File: config.mk
export PLATFORM = sky130hd
export DESIGN_NAME = conv_1x1_sched_11
export DESIGN_NICKNAME = d
export VERILOG_FILES = /design/src/rtl/conv_1x1_sched_11_pkg.sv /design/src/rtl/conv_1x1_flag_delay.sv /design/src/rtl/conv_1x1_sched_11.sv
export SDC_FILE = /design/constraint.sdc
export NUM_CORES = 1
export LEC_CHECK = 0
export ABC_AREA = 1
export BUFFER_PORTS_ARGS = -buffer_cell sky130_fd_sc_hd__buf_4
export CAP_MARGIN = 5
export CORE_MARGIN = 5
export CORE_UTILIZATION = 51
export DETAILED_ROUTE_END_ITERATION = 12
export PLACE_DENSITY = 0.8
export SLEW_MARGIN = 20
export SYNTH_ARGS = -nofsm -noshare
export SYNTH_HDL_FRONTEND = slang
export SYNTH_SLANG_ARGS = --single-unit
File: constraint.sdc
create_clock -name clk -period 2 [get_ports clk]
set_input_delay 0.2 -clock clk [delete_from_list [all_inputs] [get_ports clk]]
set_output_delay 0.2 -clock clk [all_outputs]
set_load 0.02 [all_outputs]
File: src/rtl/conv_1x1_sched_11_pkg.sv
// Shared types and helpers for the layer-11 1x1 convolution scheduler.
// Counter widths are derived from the parameters through cnt_w.
package conv_1x1_sched_11_pkg;

    typedef enum logic [1:0] {
        ST_IDLE   = 2'd0,
        ST_LOAD_W = 2'd1,
        ST_STREAM = 2'd2,
        ST_DONE   = 2'd3
    } state_t;

    // Width of a counter over n values; never below one bit.
    function automatic int cnt_w(input int n);
        return (n > 1) ? $clog2(n) : 1;
    endfunction

endpackage

File: src/rtl/conv_1x1_flag_delay.sv
// Fixed-length shift register that lines the accumulator flags up with
// the multiplier output.
module conv_1x1_flag_delay #(
    parameter int DEPTH = 4,
    parameter int WIDTH = 2
) (
    input  logic             clk,
    input  logic             reset,
    input  logic [WIDTH-1:0] d,
    output logic [WIDTH-1:0] q
);

    logic [WIDTH-1:0] pipe [DEPTH];

    always_ff @(posedge clk) begin
        if (reset) begin
            for (int i = 0; i < DEPTH; i++) pipe[i] <= '0;
        end else begin
            pipe[0] <= d;
            for (int i = 1; i < DEPTH; i++) pipe[i] <= pipe[i-1];
        end
    end

    assign q = pipe[DEPTH-1];

endmodule

File: src/rtl/conv_1x1_sched_11.sv
// Layer-11 1x1 convolution sequencer: loads one output channel's weights,
// then streams every input feature map, tagging products for the accumulator.
module conv_1x1_sched_11
    import conv_1x1_sched_11_pkg::*;
#(
    parameter int DATA_WIDTH      = 32,
    parameter int IMAGE_WIDTH     = 64,
    parameter int IMAGE_HEIGHT    = 64,
    parameter int CHANNEL_NUM_IN  = 256,
    parameter int CHANNEL_NUM_OUT = 256,
    parameter int MUL_LATENCY     = 3
) (
    input  logic                                clk,
    input  logic                                reset,
    input  logic                                start,
    output logic                                busy,
    output logic                                done,
    input  logic                                w_src_valid,
    input  logic [DATA_WIDTH-1:0]               w_src_data,
    output logic                                w_src_ready,
    input  logic                                pxl_src_valid,
    input  logic [DATA_WIDTH-1:0]               pxl_src_data,
    output logic                                pxl_src_ready,
    output logic                                valid_weight_in,
    output logic [DATA_WIDTH-1:0]               weight_in,
    output logic                                valid_in,
    output logic [DATA_WIDTH-1:0]               pxl_in,
    output logic [cnt_w(CHANNEL_NUM_OUT)-1:0]   ch_out_idx,
    output logic                                acc_first,
    output logic                                acc_last
);

    localparam int IMAGE_SIZE = IMAGE_WIDTH * IMAGE_HEIGHT;
    localparam int PXW = cnt_w(IMAGE_SIZE);
    localparam int CIW = cnt_w(CHANNEL_NUM_IN);
    localparam int COW = cnt_w(CHANNEL_NUM_OUT);

    state_t state, state_nxt;

    logic [PXW-1:0] px;
    logic [CIW-1:0] ci;
    logic [CIW-1:0] wc;
    logic [COW-1:0] co;

    logic w_hs, p_hs;
    logic px_end, ci_end, co_end, wc_end;
    logic [1:0] flag_d, flag_q;

    assign w_src_ready   = (state == ST_LOAD_W);
    assign pxl_src_ready = (state == ST_STREAM);
    assign busy          = (state == ST_LOAD_W) || (state == ST_STREAM);
    assign done          = (state == ST_DONE);

    assign w_hs = w_src_valid & w_src_ready;
    assign p_hs = pxl_src_valid & pxl_src_ready;

    assign px_end = (px == PXW'(IMAGE_SIZE - 1));
    assign ci_end = (ci == CIW'(CHANNEL_NUM_IN - 1));
    assign co_end = (co == COW'(CHANNEL_NUM_OUT - 1));
    assign wc_end = (wc == CIW'(CHANNEL_NUM_IN - 1));

    always_comb begin
        state_nxt = state;
        unique case (state)
            ST_IDLE:   if (start) state_nxt = ST_LOAD_W;
            ST_LOAD_W: if (w_hs && wc_end) state_nxt = ST_STREAM;
            ST_STREAM: begin
                if (p_hs && px_end && ci_end)
                    state_nxt = co_end ? ST_DONE : ST_LOAD_W;
            end
            ST_DONE:   state_nxt = ST_IDLE;
            default:   state_nxt = ST_IDLE;
        endcase
    end

    always_ff @(posedge clk) begin
        if (reset) begin
            state           <= ST_IDLE;
            px              <= '0;
            ci              <= '0;
            wc              <= '0;
            co              <= '0;
            valid_weight_in <= 1'b0;
            weight_in       <= '0;
            valid_in        <= 1'b0;
            pxl_in          <= '0;
        end else begin
            state           <= state_nxt;
            valid_weight_in <= w_hs;
            valid_in        <= p_hs;
            if (w_hs) weight_in <= w_src_data;
            if (p_hs) pxl_in <= pxl_src_data;

            if (state == ST_IDLE && start) begin
                px <= '0;
                ci <= '0;
                wc <= '0;
                co <= '0;
            end

            if (w_hs) wc <= wc_end ? '0 : wc + 1'b1;

            // Channel-major walk; co advances as the next LOAD_W is entered.
            if (p_hs) begin
                if (px_end) begin
                    px <= '0;
                    if (ci_end) begin
                        ci <= '0;
                        if (!co_end) co <= co + 1'b1;
                    end else begin
                        ci <= ci + 1'b1;
                    end
                end else begin
                    px <= px + 1'b1;
                end
            end
        end
    end

    assign ch_out_idx = co;

    assign flag_d = p_hs ? {ci == '0, ci_end} : 2'b00;

    conv_1x1_flag_delay #(
        .DEPTH (MUL_LATENCY + 1),
        .WIDTH (2)
    ) u_flag_delay (
        .clk   (clk),
        .reset (reset),
        .d     (flag_d),
        .q     (flag_q)
    );

    assign acc_first = flag_q[1];
    assign acc_last  = flag_q[0];

endmodule
Yosys cells after proc, flatten, opt, wreduce, memory -nomap -nowiden

Memory sizes are Yosys's and may differ from the RTL's.
Index checks and enable logic that the tools add are counted.

Add/sub/neg operators: 4
Multiply operators: 0
Divide/modulo/power cells: 0
Order comparisons: 0
Eq/ne operators: 10
Shift-type cells: 0
Mux-type cells: 28
Bitwise gates (word level): 6
Reduce and logical (&&, ||, !) cells: 10

Operators with widths:

| kind                                                  | number |
|---|---|
| 2-to-1 mux 8 bit                                      | 12 |
| 2-to-1 mux 12 bit                                     | 3 |
| adder 8 x 1 -> 8 bit, second input constant           | 3 |
| equality test 8 bit, second input constant            | 3 |
| 2-to-1 mux 2 bit                                      | 9 |
| adder 12 x 1 -> 12 bit, second input constant         | 1 |
| equality test 12 bit, second input constant           | 1 |
| logical NOT 8 bit                                     | 1 |
| one-hot mux 2 bit (4 select lines)                    | 1 |
| equality test 2 bit, second input constant            | 2 |
| logical AND 1 bit                                     | 4 |
| inequality test 2 x 1 -> 1 bit, second input constant | 2 |
| bitwise OR 1 bit                                      | 4 |
| nonzero test 2 bit                                    | 2 |
| 2-to-1 mux 1 bit                                      | 3 |
| AND reduction 3 bit                                   | 1 |
| AND 1 bit                                             | 2 |
| equality test 2 x 1 -> 1 bit, second input constant   | 1 |
| logical NOT 2 bit                                     | 1 |
| inequality test 2 bit, second input constant          | 1 |
| logical OR 1 bit                                      | 1 |

Bits in registers: 104
Bits in latches: 0
RAM bits: 8
Bits in read-only memories: 0
Bits of input ports: 69
Output and inout port bits: 80
Word-level logic and storage cells: 68
Memories: 1

Memory list:

| name              | depth | bits a word | rd ports | clocked after memory_dff | write ports | RTL line                  | RTL |
|---|---|---|---|---|---|---|---|
| u_flag_delay.pipe | 4     | 2           | 4        | 0                        | 4           | conv_1x1_flag_delay.sv:13 | `logic [WIDTH-1:0] pipe [DEPTH];` |

Longest topological paths before layout

Depth after elaboration: 7
Gate-level depth with buffers: 10
Depth with buffers taken out: 10

Hierarchy

A second synthesis with hierarchy kept.

Cell total of the unflattened synthesis: 641
Area total of the unflattened synthesis: 4,718.3 µm²

Modules (own cells, without submodules):

| module              | instances | cells an instance | area each (µm²) | seq. area each (µm²) |
|---|---|---|---|---|
| conv_1x1_sched_11   | 1         | 616               | 4,486.8         | 2,082.0 |
| conv_1x1_flag_delay | 1         | 25                | 231.5           | 160.2 |

Least setup slack after synthesis

OpenSTA, ideal clock, no wires.

Kind: register to register
From: register state[0]
To: register px[6]
Setup time: 0.119 ns
Data arrival time: 1.570 ns
Required time: 1.881 ns
Slack: 0.311 ns
Stages on the path, launching flop included: 9
Path buffers: 1
Period minus slack after synthesis: 1.689 ns
Cell sequence: dfxtp_1 > inv_1 > ha_1 > nand2_2 > inv_2 > buf_2 > nand4_1 > o21ai_0 > a21oi_1

Cells in the longest elaborated chain, start to end: 3
Elaborated cells on any way between the ends: 6
Those cells by class: eq/ne (1); mux (1); bitwise (1); reduce/logical (3)

RTL lines:

| item                                                           | RTL line                 | RTL |
|---|---|---|
| start, declared                                                | conv_1x1_sched_11.sv:38  | `state_t state, state_nxt;` |
| start signal, assigned                                         | conv_1x1_sched_11.sv:88  | `state <= state_nxt;` |
| equality test 2 bit *                                          | conv_1x1_sched_11.sv:50  | `assign pxl_src_ready = (state == ST_STREAM);` |
| net pxl_src_ready                                              | conv_1x1_sched_11.sv:23  | `output logic pxl_src_ready,` |
| AND 1 bit *                                                    | conv_1x1_sched_11.sv:55  | `assign p_hs = pxl_src_valid & pxl_src_ready;` |
| 2-to-1 mux 12 bit / nonzero test 2 bit (equally long branches) | -                        |  |
| end signal, assigned                                           | conv_1x1_sched_11.sv:114 | `px <= px + 1'b1;` |
| end, declared                                                  | conv_1x1_sched_11.sv:40  | `logic [PXW-1:0] px;` |

Mark *: on every way through the listed nets, which the timed path passes. The rest lies on a longest branch.
A chain may end at the register's enable or synchronous reset.

Final worst setup path

From: register state[0]
To: register ci[4]

Cells in the longest elaborated chain, start to end: 5
Elaborated cells on any way between the ends: 7
Those cells by class: eq/ne (1); mux (3); bitwise (1); reduce/logical (2)

RTL lines:

| item                 | RTL line                 | RTL |
|---|---|---|
| logical NOT 2 bit    | conv_1x1_sched_11.sv:94  | `if (state == ST_IDLE && start) begin` |
| logical AND 1 bit    | conv_1x1_sched_11.sv:94  |  |
| 2-to-1 mux 8 bit     | conv_1x1_sched_11.sv:94  |  |
| 2-to-1 mux 8 bit     | conv_1x1_sched_11.sv:105 | `if (px_end) begin` |
| 2-to-1 mux 8 bit *   | conv_1x1_sched_11.sv:104 | `if (p_hs) begin` |
| end signal, assigned | conv_1x1_sched_11.sv:111 | `ci <= ci + 1'b1;` |
| end, declared        | conv_1x1_sched_11.sv:41  | `logic [CIW-1:0] ci;` |

Mark *: on every way between the ends. The rest lies on a longest branch, timed or not.

==> results.toml <==
[clocking]
cts_made_buffers = 9
clkSlewWorstSetupHoldPaths_ps = 100
hold_buffers = 0
cts_root_buf = "clkbuf_8"
clk_latency_ps = 360
cts.path.max_buffers = 2
postCtsSetupBuffers = 0
cts_resized = 0
htree_num_levels = 3
cts_sinks = 112
cts_tree = "yes"

[synth]
synth_top_cell_area_share_pct = 48.20
synth_cell_types = 34
yosysTopAreaCell = "dfxtp_1"
synth-edff-count = 0
synth_area_per_cell_um2 = 7.419
ys.flop_type = "dfxtp_1"
synth_area_um2 = 4652
synth-async-reset-ratio_pct = 0
postSynthNetCount = 705
synthCells = 627
yosysWarningCount = 0
synth_seq_cells = 112
ys_top_cells_by_area = "dfxtp_1, nor2_1, o21ai_0, nand2_1, inv_1"
ys_seq_area_share_pct = 48.20

[finish]
seqCellArea_um2 = 2242
n_antenna_cell = 0
fillers = 762
area_delta_synth_final_pct = 30.02
drive_above_1_share_pct = 25.03
final_nets = 848
final_common_cell = "nor2_1"
multi_input_area_um2 = 2121
mostFrequentLayoutCells = "nor2_1, buf_4, dfxtp_1, o21ai_0, nand2_1"

[worst_hold_path]
hold_class = "in -> reg"

[power]
power.total_mw = 5.561
power_per_cell_area_nw_per_um2 = 919.5
leakagePower_nw = 2.621
ir_drop_mv = 0.6671

[timing]
rsz0062_at_grt = "no"
finalCriticalPeriod_ps = 1738
hold_viol_final = 0
finalSetupTns_ps = 0
worstMarginPinSlew_ps = 348.1
finalClockSkew_ps = 9.052
setup_viol = 0
slew_violations = 0
period_share_pct = 86.89
max_freq_ghz = 0.5755
maxSlewHeadroom_pct = 76.79

[placed_design]
place_hpwl_mm = 8.838
numPortBuffers = 148
gp_congestion = 0.9155

[critical_path]
crit_arrival_ps = 2030
start_kind = "flip-flop"
cp.required_ps = 2290
cp-end-kind = "flip-flop"
cp_max_fo = 11
crit_type = "reg -> reg"

[grt]
track_usage_pct = 21.20
grt_pass1_wl_mm = 19.87
antenna_found_initial = 0
grt_max_degree = 44
grt_pass1_vias = 4350
grt_overflow = 0

[detailed_routing]
wirelength_mm = 11.83
wl_met2_mm = 5.761
vias_per_cell = 5.105
top_layer = "met4"
wl_met1_mm = 5.070
vias = 4508
drt_iter0_drc = 207
drc = 0
first_pass_iters = 5
wl_met3_um = 866
wl_per_cell_um = 13.39
ant_nets = 0

[floorplanning]
die_x_um = 105.5
start_util_pct = 52.83
core-area_um2 = 8806
die_y_um = 105.5
rows = 34
die-area_um2 = 11130
io_pins = 149

[run]
cap_viol_max_count = 0

[run_status]
status = "complete, no violations"
cell type report:
class / instances / area share, %
Sequential cell: 112 / 37.07
Multi-Input combinational cell: 440 / 35.06
Timing Repair Buffer: 158 / 19.82
Inverter: 49 / 3.062
Clock buffer: 12 / 2.234
Tap cell: 108 / 2.234
Clock inverter: 4 / 0.5172
worst paths after layout:
path / cells past startpoint / from / endpoint / slack (ps)
setup reg to reg: 9 / state[0]$_SDFFE_PP0P_ / ci[4]$_SDFF_PP0_ / 260
hold / removal: 3 / w_src_data[2] / weight_in[2]$_SDFFE_PP0P_ / 80
setup / recovery: 9 / state[0]$_SDFFE_PP0P_ / ci[4]$_SDFF_PP0_ / 260
hold reg to reg: 2 / u_flag_delay.pipe[0][3]$_SDFF_PP0_ / u_flag_delay.pipe[0][5]$_SDFF_PP0_ / 410
critical path: stages, from the launching register on:
cell	delay, ps
dfxtp_1	380
inv_1	100
ha_1	270
nand2_2	100
inv_2	120
nand2_4	130
inv_2	50
nor2_1	280
nand2_1	100
a21oi_1	140
power by group:
part	internal, mW	leakage, nW	total (mW)	switching [mW]
logic	0.703	1.64	1.75	1.04
clock network	0.458	0.0728	1.18	0.719
registers	2.49	0.907	2.64	0.149
cells in the mapped netlist (all sizes together) (2+ instances only):
master / n
nor2: 172
dfxtp: 112
nand2: 89
o21ai: 88
inv: 47
a21oi: 32
clkbuf: 21
nand3: 21
ha: 9
nand4: 9
buf: 5
xor2: 5
nor3: 4
clkinv: 2
o31ai: 2
xnor2: 2
cells by family after synthesis:
logic type / synth area share [%]
buffers and inverters: 6.213
adders and majority gates: 2.421
DFF: 48.20
and+or+nand+nor: 27.41
xor gates and xnor gates: 1.318
AOI/OAI and AO/OA: 14.44
routing by layer:
layer  track usage, %  vias to the layer above
li1                 -                     2300
met1            26.71                     2064
met2            35.29                      133
met3            5.868                       11
met4            6.846                        0
met5                0                        -
stage by stage:
stage	std cells	util, %	hold WS, ps	worst slack [ps]	area [um^2]
after global placement	867	66.79	389.5	388.6	5882
after CTS	883	68.68	65.25	275.7	6048
after global routing	883	68.68	66.83	64.43	6048
after floorplan	627	-	365.3	310.8	4652
after detailed placement	867	66.79	398.7	304.4	5882
final	883	68.68	84.77	262.2	6048
registers in the layout, indices dropped and copies added (netlist names):
signal	count
ci	8
wc	8
valid_in	1
ch_out_idx	8
weight_in	32
px	12
state	2
u_flag_delay.pipe	8
pxl_in	32
valid_weight_in	1
Power figures use the tool's default switching activity.
